<file path="src/rtl/uart_rx_fifo_if.sv">
// FIFO read and error-status bundle of the UART receiver.
// The slave modport faces the receiver; the master modport faces the consumer.
interface uart_rx_fifo_if #(
   parameter int DATA_BITS  = 8,
   parameter int FIFO_DEPTH = 16
);
   localparam int CW = $clog2(FIFO_DEPTH) + 1;

   logic                 rd_en;
   logic                 err_clr;
   logic [DATA_BITS-1:0] rd_data;
   logic                 empty;
   logic                 full;
   logic [CW-1:0]        count;
   logic                 frame_err;
   logic                 parity_err;
   logic                 overrun;

   modport master (
      output rd_en, err_clr,
      input  rd_data, empty, full, count, frame_err, parity_err, overrun
   );

   modport slave (
      input  rd_en, err_clr,
      output rd_data, empty, full, count, frame_err, parity_err, overrun
   );
endinterface

</file>
<file path="src/rtl/uart_rx_fifo.sv">
// Oversampling UART receiver with configurable frame format, feeding a
// first-word-fall-through FIFO and reporting sticky framing/parity/overrun errors.
module uart_rx_fifo #(
   parameter int CLKS_PER_BIT = 434,
   parameter int DATA_BITS    = 8,
   parameter int PARITY       = 0,
   parameter int STOP_BITS    = 1,
   parameter int FIFO_DEPTH   = 16
) (
   input  logic            clk,
   input  logic            rst,
   input  logic            rx,
   uart_rx_fifo_if.slave   bus
);
   localparam int HALF_BIT = CLKS_PER_BIT / 2;
   localparam int TW       = $clog2(CLKS_PER_BIT);
   localparam int IW       = $clog2(DATA_BITS + 1);
   localparam int AW       = $clog2(FIFO_DEPTH);
   localparam int CW       = AW + 1;

   typedef enum logic [2:0] {
      S_IDLE,
      S_START,
      S_DATA,
      S_PARITY,
      S_STOP,
      S_BREAK
   } state_t;

   state_t               state;
   logic                 rx_meta;
   logic                 rx_sync;
   logic                 rx_prev;
   logic [TW-1:0]        timer;
   logic [IW-1:0]        bit_idx;
   logic [DATA_BITS-1:0] shreg;
   logic                 par_bad;
   logic                 push_pend;
   logic [DATA_BITS-1:0] push_word;

   logic [DATA_BITS-1:0] mem [FIFO_DEPTH];
   logic [AW-1:0]        wr_ptr;
   logic [AW-1:0]        rd_ptr;
   logic [CW-1:0]        cnt;

   logic                 frame_err_q;
   logic                 parity_err_q;
   logic                 overrun_q;

   logic                 half_tick;
   logic                 bit_tick;
   logic                 frame_evt;
   logic                 parity_evt;
   logic                 overrun_evt;
   logic                 is_full;
   logic                 is_empty;
   logic                 do_pop;
   logic                 do_push;

   // NOTE: every signal assigned in always_comb gets a default first, so no
   // path leaves it unassigned and no latch is inferred.
   always_comb begin
      half_tick   = 1'b0;
      bit_tick    = 1'b0;
      frame_evt   = 1'b0;
      parity_evt  = 1'b0;
      half_tick   = (timer == TW'(HALF_BIT - 1));
      bit_tick    = (timer == TW'(CLKS_PER_BIT - 1));
      if (state == S_STOP && bit_tick) begin
         frame_evt  = !rx_sync;
         parity_evt = rx_sync && par_bad && (bit_idx == IW'(STOP_BITS - 1));
      end
   end

   // NOTE: sequential state uses non-blocking assignments only, so every
   // register sees the pre-edge value of the others regardless of order.
   always_ff @(posedge clk) begin
      if (!rst) begin
         rx_meta   <= 1'b1;
         rx_sync   <= 1'b1;
         rx_prev   <= 1'b1;
         state     <= S_IDLE;
         timer     <= '0;
         bit_idx   <= '0;
         shreg     <= '0;
         par_bad   <= 1'b0;
         push_pend <= 1'b0;
         push_word <= '0;
      end else begin
         rx_meta   <= rx;
         rx_sync   <= rx_meta;
         rx_prev   <= rx_sync;
         push_pend <= 1'b0;

         case (state)
            S_IDLE: begin
               if (rx_prev && !rx_sync) begin
                  state <= S_START;
                  timer <= '0;
               end
            end

            // Mid-start sample; a high line here was only a glitch.
            S_START: begin
               if (half_tick) begin
                  timer   <= '0;
                  bit_idx <= '0;
                  par_bad <= 1'b0;
                  state   <= rx_sync ? S_IDLE : S_DATA;
               end else begin
                  timer <= timer + 1'b1;
               end
            end

            S_DATA: begin
               if (bit_tick) begin
                  timer <= '0;
                  shreg <= {rx_sync, shreg[DATA_BITS-1:1]};
                  if (bit_idx == IW'(DATA_BITS - 1)) begin
                     bit_idx <= '0;
                     state   <= (PARITY != 0) ? S_PARITY : S_STOP;
                  end else begin
                     bit_idx <= bit_idx + 1'b1;
                  end
               end else begin
                  timer <= timer + 1'b1;
               end
            end

            // Odd parity wants the XOR over data and parity bit to be 1.
            S_PARITY: begin
               if (bit_tick) begin
                  timer   <= '0;
                  par_bad <= ((^shreg) ^ rx_sync) != (PARITY == 1);
                  state   <= S_STOP;
               end else begin
                  timer <= timer + 1'b1;
               end
            end

            S_STOP: begin
               if (bit_tick) begin
                  timer <= '0;
                  if (!rx_sync) begin
                     state <= S_BREAK;
                  end else if (bit_idx == IW'(STOP_BITS - 1)) begin
                     state     <= S_IDLE;
                     push_pend <= !par_bad;
                     push_word <= shreg;
                  end else begin
                     bit_idx <= bit_idx + 1'b1;
                  end
               end else begin
                  timer <= timer + 1'b1;
               end
            end

            S_BREAK: begin
               if (rx_sync) begin
                  state <= S_IDLE;
               end
            end

            default: state <= S_IDLE;
         endcase
      end
   end

   always_comb begin
      is_empty    = (cnt == '0);
      is_full     = (cnt == CW'(FIFO_DEPTH));
      do_pop      = bus.rd_en && !is_empty;
      do_push     = push_pend && (!is_full || do_pop);
      overrun_evt = push_pend && !do_push;
   end

   // NOTE: the storage array is deliberately not reset; pointers and count
   // define which entries are valid, and rd_data is forced to 0 while empty.
   always_ff @(posedge clk) begin
      if (rst && do_push) begin
         mem[wr_ptr] <= push_word;
      end
   end

   always_ff @(posedge clk) begin
      if (!rst) begin
         wr_ptr       <= '0;
         rd_ptr       <= '0;
         cnt          <= '0;
         frame_err_q  <= 1'b0;
         parity_err_q <= 1'b0;
         overrun_q    <= 1'b0;
      end else begin
         if (do_push) begin
            wr_ptr <= wr_ptr + 1'b1;
         end
         if (do_pop) begin
            rd_ptr <= rd_ptr + 1'b1;
         end
         case ({do_push, do_pop})
            2'b10:   cnt <= cnt + 1'b1;
            2'b01:   cnt <= cnt - 1'b1;
            default: cnt <= cnt;
         endcase

         // An event coinciding with err_clr wins, so the flag stays set.
         frame_err_q  <= (frame_err_q  && !bus.err_clr) || frame_evt;
         parity_err_q <= (parity_err_q && !bus.err_clr) || parity_evt;
         overrun_q    <= (overrun_q    && !bus.err_clr) || overrun_evt;
      end
   end

   assign bus.rd_data    = is_empty ? '0 : mem[rd_ptr];
   assign bus.empty      = is_empty;
   assign bus.full       = is_full;
   assign bus.count      = cnt;
   assign bus.frame_err  = frame_err_q;
   assign bus.parity_err = parity_err_q;
   assign bus.overrun    = overrun_q;
endmodule

</file>
<file path="src/flat_wrapper.sv">
// flat-port wrapper written by rule: the top's interface ports become plain ports
module uart_rx_fifo_flat 
#(
   parameter int CLKS_PER_BIT = 434,
   parameter int DATA_BITS    = 8,
   parameter int PARITY       = 0,
   parameter int STOP_BITS    = 1,
   parameter int FIFO_DEPTH   = 16
)
  (clk, rst, rx, bus_rd_en, bus_err_clr, bus_rd_data, bus_empty, bus_full, bus_count, bus_frame_err, bus_parity_err, bus_overrun);
  uart_rx_fifo_if #(.DATA_BITS(DATA_BITS), .FIFO_DEPTH(FIFO_DEPTH)) bus_i ();
  input  logic clk;
  input  logic rst;
  input  logic rx;
  input wire logic [$bits(bus_i.rd_en)-1:0] bus_rd_en;
  input wire logic [$bits(bus_i.err_clr)-1:0] bus_err_clr;
  output wire logic [$bits(bus_i.rd_data)-1:0] bus_rd_data;
  output wire logic [$bits(bus_i.empty)-1:0] bus_empty;
  output wire logic [$bits(bus_i.full)-1:0] bus_full;
  output wire logic [$bits(bus_i.count)-1:0] bus_count;
  output wire logic [$bits(bus_i.frame_err)-1:0] bus_frame_err;
  output wire logic [$bits(bus_i.parity_err)-1:0] bus_parity_err;
  output wire logic [$bits(bus_i.overrun)-1:0] bus_overrun;
  assign bus_i.rd_en = bus_rd_en;
  assign bus_i.err_clr = bus_err_clr;
  assign bus_rd_data = bus_i.rd_data;
  assign bus_empty = bus_i.empty;
  assign bus_full = bus_i.full;
  assign bus_count = bus_i.count;
  assign bus_frame_err = bus_i.frame_err;
  assign bus_parity_err = bus_i.parity_err;
  assign bus_overrun = bus_i.overrun;
  uart_rx_fifo #(.CLKS_PER_BIT(CLKS_PER_BIT), .DATA_BITS(DATA_BITS), .PARITY(PARITY), .STOP_BITS(STOP_BITS), .FIFO_DEPTH(FIFO_DEPTH)) u_core (.clk(clk), .rst(rst), .rx(rx), .bus(bus_i));
endmodule
</file>
<file path="config.mk">
export PLATFORM = sky130hd
export DESIGN_NAME = uart_rx_fifo_flat
export DESIGN_NICKNAME = d
export VERILOG_FILES = /design/src/rtl/uart_rx_fifo_if.sv /design/src/rtl/uart_rx_fifo.sv /design/src/flat_wrapper.sv
export SDC_FILE = /design/constraint.sdc
export NUM_CORES = 1
export LEC_CHECK = 0
export CAP_MARGIN = 20
export CORE_UTILIZATION = 56
export CTS_CLUSTER_DIAMETER = 200
export DETAILED_ROUTE_END_ITERATION = 8
export GPL_TIMING_DRIVEN = 0
export PLACE_DENSITY_LB_ADDON = 0.08
export SLEW_MARGIN = 20
export SYNTH_ARGS = -nofsm -noshare
export SYNTH_HDL_FRONTEND = slang
export SYNTH_SLANG_ARGS = --single-unit
</file>
<file path="constraint.sdc">
create_clock -name clk -period 3.41 [get_ports clk]
set_input_delay 0.341 -clock clk [delete_from_list [all_inputs] [get_ports clk]]
set_output_delay 0.341 -clock clk [all_outputs]
set_load 0.005 [all_outputs]
</file>
**After elaboration in Yosys (flattened, before gate mapping)**

Memories as Yosys holds them, arrays and structs flattened. A register that Yosys moved wholly into a read port is not among the register bits.
Index checks and enable logic that the tools add are counted.

- Add/subtract/negate cells: 6
- Eq/ne operators: 21
- Mux-type cells: 33
- Bitwise logic cells: 1
- Reduce and logical (&&, ||, !) cells: 37

Operators by type and width:

| operator | count |
|---|---|
| $mux W4 | 8 |
| $mux W3 | 9 |
| $mux W9 | 3 |
| $pmux W9 S3 | 1 |
| $pmux W3 S6 | 1 |
| $ne A2 B1 Y1 const B | 8 |
| $add A4 B1 Y4 const B | 3 |
| $pmux W4 S3 | 1 |
| $logic_and A1 B1 Y1 | 11 |
| $pmux W5 S2 | 1 |
| $add A9 B1 Y9 const B | 1 |
| $eq A9 B8 Y1 const B | 1 |
| $eq A9 B9 Y1 const B | 1 |
| $mux W8 | 1 |
| $reduce_and A8 Y1 | 1 |
| $reduce_xor A8 Y1 | 1 |
| $eq A3 B2 Y1 const B | 2 |
| $eq A3 B3 Y1 const B | 2 |
| $logic_not A1 Y1 | 6 |
| $mux W1 | 6 |
| $reduce_and A6 Y1 | 1 |
| $reduce_bool A3 Y1 | 2 |
| $add A5 B1 Y5 const B | 1 |
| $eq A5 B5 Y1 const B | 1 |
| 20 further kinds | 25 |

- Bits in registers: 53
- RAM bits: 128
- Output and inout bits: 18
- Memories: 1

Memory list:

| name | words | bits a word | rd ports | clocked after Yosys merged registers in | write ports | RTL line | source |
|---|---|---|---|---|---|---|---|
| u_core.mem | 16 | 8 | 1 | 1 | 1 | uart_rx_fifo.sv:41 | `logic [DATA_BITS-1:0] mem [FIFO_DEPTH];` |

**Depth between registers and ports, before layout**

Gate-level depths: netlist of run 1.

- Word-level depth: 8
- Gate-level depth with buffers: 10
- Depth with buffers taken out: 8

**Least setup slack after synthesis of run 1**

Ideal clock, no wire load.

- Kind: flip-flop to output port
- From: reg (tool-made name)
- To: out bus_rd_data[0]
- Arrival: 2.201 ns
- Slack: 0.868 ns
- Stages on the path, launching flop included: 6
- Path buffers: 2
- Cell sequence: dfxtp_1 > clkbuf_1 > buf_1 > mux4_2 > mux4_2 > nor2b_1

RTL lines:

| element | RTL line | source |
|---|---|---|
| to (decl) | flat_wrapper.sv:17 | `output wire logic [$bits(bus_i.rd_data)-1:0] bus_rd_data;` |

==> results by group, run 1 <==
Clock tree
  • Worst-skew pair later-pin latency: 0.42 ns
  • CTS Buf Count: 17
  • Clock Path Buffers: 2
  • Clock slew at reported path FFs: 0.06 ns
  • TritonCTS Sinks: 185
  • TritonCTS clock tree: built
  • CTS HTree Levels: 4
  • CTS root buf: clkbuf_16
  • Post-cts hold buffer count: 0

Detailed routing
  • WL final: 15380 um
  • Drt drc: 0
  • Total number of vias: 4452
  • DRT iter0 DRCs: 359
  • DR vias/cell: 5.920
  • Pre-Repair DR Iteration Count: 4
  • Average wire per cell in the routed design: 20.45 um
  • Antenna Nets Post-Route: 0

Worst setup path
  • CP peak stage delay: 0.53 ns
  • CP startpoint kind: flip-flop
  • Maximum fanout along the worst path: 10
  • Buf/Inv on CP: 2
  • Most frequent cell on the critical path: mux4_2
  • CP cell instances: clkbuf_1 -> mux4_2 -> mux4_2 -> nor2b_1 -> clkdlybuf4s50_1
  • WP data arrival: 2.95 ns
  • Crit. End Element: output pin
  • WS Path Type: reg2out
  • CP top delay family: buffers and inverters
  • CP Data Required Time: 3.07 ns
  • CP max-delay cell: clkbuf_1

Yosys
  • Distinct cells, synth: 50
  • Syn_area_per_cell: 14.74 um^2
  • Total nets after synthesis: 543
  • Yosys Warn Count: 0
  • Asr flop ratio synth: 0%
  • Number of synthesized register bits: 185
  • Netlist Area Pre-Place: 7721 um^2
  • Sequential element share of the synthesized area: 64.56%
  • EDFF count, synth: 128
  • Post-synthesis cell count: 524
  • Ys flop type: edfxtp_1

Placed design
  • DP HPWL: 10400 um
  • Place WS: -0.07741 ns
  • IO buf count: 21
  • # placed instances: 721
  • GPL Wtd Cong: 0.8168

Timing
  • Final setup viols: 0
  • Worst setup margin: 0.1153 ns
  • Slew of the pin with the lowest slew margin: 0.9129 ns
  • Fin. max-slew vios: 0
  • RSZ-0062 raised after global routing: no
  • Fmax: 303.5 MHz
  • Fin. Hold Viols: 0
  • Setup TNS: 0 ns
  • Final clock period utilization by the worst path: 96.62%
  • Clock Skews: 0.006289 ns
  • Slew HR: 38.91%
  • Crit path time final: 3.295 ns

Power
  • Internal power: 4.260 mW
  • P_sw: 1.468 mW
  • Final total power: 5.728 mW
  • Combinational Power Share: 20.9%
  • Switch share: 25.63%
  • P_leak: 2.996 nW
  • Clk pwr share: 35.5%
  • VDD IR max: 0.4334 mV
  • Sequential Power Share: 43.6%
  • Power per Cell Area: 650.9 nW/um^2

Final layout
  • Layout Nets: 582
  • FF+latch area: 4985 um^2
  • Post-Layout Cell Count: 752
  • Area of the multi-input gates: 2581 um^2
  • Share of cells above drive strength 1: 15.28%
  • ANT cells: 0
  • Fin util: 65.94%
  • Filler cells: 996
  • Synthesis-to-layout area growth: 13.98%

Floorplan
  • Full die area: 14260 um^2
  • Row Count: 42
  • IO Pins: 23
  • Die H: 119.4 um
  • Initial core utilization: 57.85%
  • Core Box Area: 13350 um^2
  • Die width: 119.4 um

Status
  • Status: finished clean

Global route
  • Largest net degree at the start of global routing: 18
  • Wire length of the first global-routing pass: 24500 um
  • Initial antenna violation count: 0
  • Grt ovf: 0
  • Vias in the first global route: 4503
  • Global router's overall resource usage: 23.59%

Flow run
  • Max_cap viols: 0

Min path
  • Hold Crit Class: in2reg
-- per-stage QoR --
stage | hold WS [ns] | instance area, um^2
after floorplan | 0.3863 | 7721
after detailed placement | 0.4145 | 8172
after global routing | 0.3095 | 8801
final | 0.2948 | 8801
after CTS | 0.2995 | 8798
after global placement | 0.3953 | 8152
-- routing by layer --
| metal | track usage [%] | vias to the layer above | share of wire, % | wire length [um] |
|---|---|---|---|---|
| met4 | 10.00 | 0 | 2.9 | 447 |
| met1 | 30.21 | 2250 | 43 | 6638 |
| met2 | 39.21 | 99 | 51 | 7779 |
| li1 | - | 2074 | - | - |
| met3 | 4.885 | 29 | 3.3 | 513 |
| met5 | 0 | - | 0 | 0 |
-- worst paths after layout --
| path | startpoint | endpoint | slack (ns) | cells past startpoint |
|---|---|---|---|---|
| worst min register to register | u_core.rx_meta | u_core.rx_sync | 0.42 | 1 |
| worst min-delay path | rst | u_core.rx_meta | 0.29 | 2 |
| worst max register to register | u_core.bus.count[0] | u_core.bus.count[4] | 0.62 | 9 |
| worst max-delay path | flip-flop | bus_rd_data[4] | 0.12 | 5 |
-- area by class of cell --
| cell class | instances | share of cell area [%] |
|---|---|---|
| tap | 176 | 2.502 |
| clock inverter | 7 | 1.279 |
| inverter | 15 | 0.6397 |
| timing repair buffer | 21 | 2.388 |
| sequential | 185 | 56.64 |
| multi-input combinational | 297 | 29.33 |
| buffer | 26 | 1.464 |
| clock buffer | 25 | 5.758 |
-- repair_timing --
action / CTS / global route
setup buffers: 0 / 0
resized for setup: 15 / 4
setup endpoints to repair: 8 / 5
pin swaps: 0 / 0
endpoints found under the hold margin: 0 / 0
-- synth_stat cells, drive strengths merged (2+ instances only) --
master | instances | area (um^2)
mux2i | 20 | 200.2
a31oi | 4 | 25.02
nand2 | 22 | 82.58
a211oi | 3 | 22.52
or4 | 3 | 22.52
o211a | 2 | 20.02
xnor2 | 12 | 105.1
o21ai | 10 | 50.04
nor3 | 10 | 50.05
buf | 9 | 51.30
nor2b | 13 | 81.33
nand3 | 8 | 40.04
or4b | 2 | 20.02
a22oi | 3 | 22.52
or3b | 2 | 17.52
o22ai | 2 | 12.51
a21o | 5 | 37.54
nand2b | 7 | 43.79
and2 | 3 | 18.77
dfxtp | 57 | 1141
ha | 13 | 162.7
mux4 | 40 | 900.9
inv | 15 | 56.30
a21oi | 18 | 90.09
nor2 | 56 | 210.2
edfxtp | 128 | 3844
clkbuf | 18 | 67.56
a32oi | 2 | 17.52
or3 | 6 | 37.54
nand4 | 2 | 12.51
nor4 | 2 | 12.51
and3 | 2 | 13.77
xor2 | 4 | 35.03
a22o | 2 | 17.52
a311oi | 6 | 52.55
a41oi | 3 | 26.28
-- power groups by stage --
stage	combinational [mW]	sequential, mW	clock [mW]
floorplan	0.793	2.52	0
global placement	1.18	2.53	0
detailed placement	1.20	2.53	0
CTS	1.21	2.50	2.05
global route	1.31	2.51	2.14
finish	1.20	2.50	2.03
-- state kept, by name, indices dropped and copies added (netlist names), named ones only --
register	count
u_core.push_word	8
u_core.par_bad	1
u_core.rx_sync	1
u_core.timer	9
u_core.rd_ptr	4
u_core.rx_meta	1
u_core.rx_prev	1
u_core.shreg	8
u_core.bus.frame_err	1
u_core.bus.parity_err	1
u_core.mem	128
u_core.wr_ptr	4
u_core.bus.overrun	1
u_core.push_pend	1
u_core.bit_idx	4
u_core.bus.count	5
u_core.state	3
-- layout by cell type, fill, tap and decap left out, types with 15 or more instances in the layout --
cell	count
clkdlybuf4s50_1	21
clkbuf_16	18
nor2_1	56
mux4_2	40
dfxtp_1	57
nand2_1	22
mux2i_1	20
clkbuf_1	19
edfxtp_1	128
inv_1	15
a21oi_1	18
-- kinds of logic after synthesis --
family          share of synthesized area, %
flops                                  64.56
simple gates                           9.140
compound gates                         5.591
mux                                    14.26
buf+inv                                2.269
xor+xnor                               1.815
fa+ha+maj                              2.366
No activity file was read; power rests on OpenSTA's default activity.
==> run 2: changes to the inputs <==
Settings changed: RECOVER_POWER from default to 25.
==> run 2 against run 1 <==
Effect of this change: final cell count unchanged; register-to-register slack is essentially flat; core utilization is the same; die area unchanged; sequential share of layout area stayed put; first-iteration DRC count is the same; global-route usage stayed put; clock power barely moved; critical endpoint unchanged.
==> results by group, run 2 (same netlist as run 1, synthesis figures left out) <==
Placed design
  • IO buf count: 21 (unchanged)
  • DP HPWL: 10400 um (unchanged)
  • Post-placement cell area: 8172 um^2 (unchanged)
  • GPL Wtd Cong: 0.8168 (unchanged)

Global route
  • Initial antenna violation count: 0 (unchanged)
  • Vias in the first global route: 4503 (unchanged)
  • Largest net degree at the start of global routing: 18 (unchanged)
  • Global router's overall resource usage: 23.59% (unchanged)
  • Grt ovf: 0 (unchanged)
  • Wire length of the first global-routing pass: 24500 um (unchanged)

Floorplan
  • IO Pins: 23 (unchanged)
  • Die H: 119.4 um (unchanged)
  • Full die area: 14260 um^2 (unchanged)
  • Core Box Area: 13350 um^2 (unchanged)
  • Initial core utilization: 57.85% (unchanged)
  • Row Count: 42 (unchanged)
  • Die width: 119.4 um (unchanged)

Final layout
  • Most frequent cells in the layout: 128 x edfxtp_1, 57 x dfxtp_1, 56 x nor2_1
  • ANT cells: 0 (unchanged)
  • Top Registers: u_core.mem x128, u_core.timer x9
  • Design Area, Final: 8801 um^2 (unchanged)
  • Layout Nets: 582 (unchanged)
  • Synthesis-to-layout area growth: 13.98% (unchanged)
  • Most common cell after layout, fill and taps aside: edfxtp_1
  • Largest Register: u_core.mem
  • Share of cells above drive strength 1: 15.28% (unchanged)
  • Max reg flops: 128 (unchanged)

Power
  • P_sw: 1.468 mW (unchanged)
  • VDD IR max: 0.4334 mV (unchanged)
  • Power per Cell Area: 650.9 nW/um^2 (about the same)
  • Sequential Power Share: 43.6% (about the same)
  • Internal power: 4.260 mW (about the same)
  • P_leak: 2.997 nW (about the same)
  • Final total power: 5.728 mW (about the same)
  • Combinational Power Share: 20.9% (about the same)
  • Switch share: 25.63% (about the same)
  • Clk pwr share: 35.5% (about the same)

Timing
  • Fin. max-slew vios: 0 (unchanged)
  • Setup TNS: 0 ns (unchanged)
  • Slew HR: 38.91% (unchanged)
  • Clock Skews: 0.006289 ns (unchanged)
  • WHS: 0.2948 ns (unchanged)
  • Crit path time final: 3.295 ns (unchanged)
  • Fin. Hold Viols: 0 (unchanged)
  • RSZ-0062 raised after global routing: no
  • Slew of the pin with the lowest slew margin: 0.9129 ns (unchanged)
  • Final clock period utilization by the worst path: 96.62% (unchanged)
  • Final setup viols: 0 (unchanged)
  • Fmax: 303.5 MHz (unchanged)

Worst setup path
  • Crit. End Element: output pin
  • WP data arrival: 2.95 ns (about the same)
  • Maximum fanout along the worst path: 10 (unchanged)
  • CP Data Required Time: 3.07 ns (about the same)
  • CP peak stage delay: 0.53 ns (about the same)
  • R2R setup slack: 0.62 ns (about the same)
  • CP startpoint kind: flip-flop
  • WS Path Type: reg2out
  • Most frequent cell on the critical path: mux4_2
  • CP max-delay cell: clkbuf_1
  • CP cell instances: clkbuf_1 -> mux4_2 -> mux4_2 -> nor2b_1 -> clkdlybuf4s50_1

Detailed routing
  • Drt drc: 0 (unchanged)
  • Total number of vias: 4452 (unchanged)
  • Average wire per cell in the routed design: 20.45 um (unchanged)
  • WL final: 15380 um (unchanged)
  • DRT iter0 DRCs: 359 (unchanged)
  • DR vias/cell: 5.920 (unchanged)
  • Pre-Repair DR Iteration Count: 4 (unchanged)
  • Antenna Nets Post-Route: 0 (unchanged)

Status
  • Status: finished clean

Clock tree
  • Clock slew at reported path FFs: 0.06 ns (about the same)
  • Worst-skew pair later-pin latency: 0.42 ns (about the same)
  • TritonCTS clock tree: built
  • CTS HTree Levels: 4 (unchanged)
  • TritonCTS Sinks: 185 (unchanged)
  • CTS Buf Count: 17 (unchanged)
  • CTS root buf: clkbuf_16
  • Clock Path Buffers: 2 (unchanged)
  • Post-CTS setup buffers: 0 (unchanged)

Flow run
  • Max_cap viols: 0 (unchanged)

Min path
  • Hold Crit Class: in2reg
## run 2: changes by cell type in the layout (fill, tap and decap cells not counted)
cell / previous run / this run
clkdlybuf4s50_1: 21 / 20
dlygate4sd3_1: 0 / 1
## run 2: metrics by stage
stage / utilization, % / instances / worst slack, ns
floorplan: - / 524 / 0.8681
global placement: 61.07 / 721 / -0.07263
detailed placement: 61.22 / 721 / -0.07741
CTS: 65.92 / 752 / 0.03020
global route: 65.94 / 752 / 0.008856
finish: 65.94 / 752 / 0.1153
## run 2: critical path: cells and delay by family, from the launching register on
family | cells | cell delay (ns)
buf+inv | 2 | 1.01
mux | 2 | 0.89
flops | 1 | 0.47
simple gates | 1 | 0.15
## run 2: final cells by class
cell class              count  area (um^2)
multi-input cells         297         2581
plain buffers              26        128.9
clock inverters             7        112.6
repair buffers             21        210.2
well taps                 176        220.2
clock buffers              25        506.7
inverters                  15        56.30
fillers                   996         4547
flip-flops and latches    185         4985
## run 2: routing by layer
metal  GRT usage (%)  up-vias  share of wire (%)
li1                -     2074                  -
met1           30.21     2250                 43
met2           39.21       99                 51
met3           4.885       29                3.3
met4           10.00        0                2.9
met5               0        -                  0
## run 2: power groups by stage
stage / clock, mW / combinational, mW / sequential [mW]
floorplan: 0 / 0.793 / 2.52
global placement: 0 / 1.18 / 2.53
detailed placement: 0 / 1.20 / 2.53
CTS: 2.05 / 1.21 / 2.50
global route: 2.14 / 1.31 / 2.51
finish: 2.03 / 1.20 / 2.50
## run 2: final timing paths
path | startpoint | endpoint | cells past startpoint
worst max-delay path | flip-flop | bus_rd_data[4] | 5
worst min-delay path | rst | u_core.rx_meta | 2
worst max register to register | u_core.bus.count[0] | u_core.bus.count[4] | 9
worst min register to register | u_core.rx_meta | u_core.rx_sync | 1
## run 2: what timing repair did
item	4_1_cts	5_1_grt
gates resized for setup	15	4
endpoints found under the setup margin	8	5
hold buffers	0	0
gates cloned	0	0
==> run 3: changes to the inputs <==
==> constraint.sdc (replaced) <==
create_clock -name clk -period 3.41 [get_ports clk]
set_input_delay 0.682 -clock clk [delete_from_list [all_inputs] [get_ports clk]]
set_output_delay 0.682 -clock clk [all_outputs]
set_load 0.005 [all_outputs]
==> run 3 against run 2 <==
Effect of this change: clock skew down 0.0012 ns; highest routed layer unchanged; sequential power about the same; critical path depth unchanged; clock power about the same; critical path type unchanged.
==> results by group, run 3 (same netlist as run 1, synthesis figures left out) <==
Timing
  • Slew HR: 39.36% (+0.45 points)
  • Fmax: 299.1 MHz (-1.5%)
  • Final setup viols: 0 (unchanged)
  • WHS: 0.4239 ns (+0.1290 ns)
  • Final clock period utilization by the worst path: 98.05% (+1.4 points)
  • Fin. max-slew vios: 0 (unchanged)
  • Fin. Hold Viols: 0 (unchanged)
  • Crit path time final: 3.344 ns (+0.04885 ns)
  • Worst setup margin: 0.06646 ns (-0.04885 ns)
  • Clock Skews: 0.005050 ns (-0.001238 ns)
  • Slew of the pin with the lowest slew margin: 0.9063 ns (-0.006672 ns)

Placed design
  • GPL Wtd Cong: 0.8168 (unchanged)
  • IO buf count: 21 (unchanged)
  • Place WS: -0.4184 ns (-0.3410 ns)
  • Post-placement cell area: 8172 um^2 (unchanged)
  • DP HPWL: 10400 um (unchanged)

Clock tree
  • CTS HTree Levels: 4 (unchanged)
  • TritonCTS Sinks: 185 (unchanged)
  • Post-cts hold buffer count: 0 (unchanged)
  • TritonCTS clock tree: built
  • Clock Path Buffers: 2 (unchanged)
  • CTS Buf Count: 17 (unchanged)
  • Worst-skew pair later-pin latency: 0.42 ns (about the same)
  • CTS root buf: clkbuf_16
  • Clock slew at reported path FFs: 0.06 ns (about the same)

Min path
  • Hold depth: 1 (-1)
  • Hold_sp: u_core.rx_meta
  • Hold Crit Class: reg2reg
  • WHS Endpoint: u_core.rx_sync

Global route
  • Initial antenna violation count: 0 (unchanged)
  • GRT met1 Usage: 30.05% (-0.17 points)
  • Vias in the first global route: 4510 (+0.16%)
  • Largest net degree at the start of global routing: 18 (unchanged)
  • Grt ovf: 0 (unchanged)
  • M3 GR Usage: 4.933% (+0.048 points)
  • Wire length of the first global-routing pass: 24530 um (+0.11%)
  • GR peak layer: met2
  • M2 GR Usage: 39.14% (-0.073 points)
  • Global router's overall resource usage: 23.62% (+0.032 points)

Final layout
  • ANT cells: 0 (unchanged)
  • Synthesis-to-layout area growth: 14.86%
  • Max reg flops: 128 (unchanged)
  • Share of cells above drive strength 1: 16.09% (+0.81 points)
  • Top Registers: u_core.mem x128, u_core.timer x9
  • Largest Register: u_core.mem
  • Design Area, Final: 8869 um^2 (+0.77%)
  • Layout Nets: 584 (+0.34%)
  • Fin util: 66.44% (+0.51 points)
  • Most common cell after layout, fill and taps aside: edfxtp_1
  • Most frequent cells in the layout: 128 x edfxtp_1, 56 x dfxtp_1, 55 x nor2_1

Detailed routing
  • DR vias/cell: 5.886 (-0.58%)
  • Average wire per cell in the routed design: 20.39 um (-0.27%)
  • DRT iter0 DRCs: 343 (-4.5%)
  • Pre-Repair DR Iteration Count: 7 (+3)
  • Total number of vias: 4438 (-0.31%)
  • Drt drc: 0 (unchanged)
  • WL final: 15380 um (about the same)
  • Antenna Nets Post-Route: 0 (unchanged)

Power
  • Sequential Power Share: 43.4% (-0.2 points)
  • Switch share: 25.46% (-0.17 points)
  • P_sw: 1.467 mW (-0.10%)
  • Power per Cell Area: 649.6 nW/um^2 (-0.19%)
  • Internal power: 4.295 mW (+0.81%)
  • Clk pwr share: 35.3% (-0.2 points)
  • Final total power: 5.761 mW (+0.58%)
  • Combinational Power Share: 21.4% (+0.5 points)
  • P_leak: 3.023 nW (+0.88%)
  • VDD IR max: 0.4259 mV (-1.7%)

Floorplan
  • Full die area: 14260 um^2 (unchanged)
  • Initial core utilization: 57.85% (unchanged)
  • IO Pins: 23 (unchanged)
  • Die H: 119.4 um (unchanged)
  • Row Count: 42 (unchanged)
  • Die width: 119.4 um (unchanged)
  • Core Box Area: 13350 um^2 (unchanged)

Worst setup path
  • Crit. End Element: output pin
  • FF-to-FF End: u_core.bus.count[4]
  • CP startpoint kind: flip-flop
  • R2R setup slack: 0.60 ns (-0.02 ns)
  • WP data arrival: 2.66 ns (-0.29 ns)
  • Maximum fanout along the worst path: 10 (unchanged)
  • CP Data Required Time: 2.73 ns (-0.34 ns)
  • WS Path Type: reg2out
  • RR Startpoint: u_core.bus.count[0]
  • FF-to-FF path depth: 9 (unchanged)

Status
  • Status: finished clean

Flow run
  • Max_cap viols: 0 (unchanged)
==> run 3: how the worst max path moves through the flow <==
stage                          end  cells after the start      start  slack, ns
global placement    bus_rd_data[1]                      6  flip-flop      -0.41
global route        bus_rd_data[0]                      5  flip-flop     -0.004
CTS                 bus_rd_data[4]                      5  flip-flop    -0.0002
finish              bus_rd_data[1]                      5  flip-flop       0.07
floorplan           bus_rd_data[0]                      5  flip-flop       0.53
detailed placement  bus_rd_data[4]                      6  flip-flop      -0.42
==> run 3: metrics by stage <==
step | TNS [ns] | instances
2_1_floorplan | 0 | 524
3_3_place_gp | -14.20 | 721
3_5_place_dp | -6.357 | 721
4_1_cts | -0.0002263 | 752
5_1_grt | -0.005787 | 754
6_report | 0 | 754
==> run 3: routing by layer <==
| metal | vias up | wire length (um) |
|---|---|---|
| met4 | 0 | 497 |
| met1 | 2243 | 6716 |
| li1 | 2082 | - |
| met3 | 30 | 404 |
| met5 | - | 0 |
| met2 | 83 | 7758 |
==> run 3: area by class of cell <==
type                    instances  area, um^2
inverters                      15       56.30
plain buffers                  26       175.2
fillers                       988        4479
multi-input cells             297        2584
well taps                     176       220.2
repair buffers                 23       225.2
flip-flops and latches        185        4989
clock buffers                  25       506.7
clock inverters                 7       112.6
==> run 3: repair_timing <==
| action | in CTS | in global routing |
|---|---|---|
| gates cloned | 0 | 0 |
| buffers inserted | 0 | 2 |
| gates resized for setup | 29 | 6 |
| setup endpoints to repair | 9 | 7 |
==> run 3: worst max-delay path: stages (launching register included) <==
cell and delay [ns]:
dfxtp_4 0.42, buf_12 0.17, mux4_2 0.56, mux4_2 0.49
nor2b_1 0.14, clkdlybuf4s50_1 0.45
==> run 3: power groups by stage <==
stage / clock [mW] / sequential (mW) / combinational, mW
finish: 2.03 / 2.50 / 1.23
global route: 2.14 / 2.51 / 1.35
CTS: 2.05 / 2.50 / 1.22
detailed placement: 0 / 2.53 / 1.20
global placement: 0 / 2.53 / 1.18
floorplan: 0 / 2.52 / 0.793
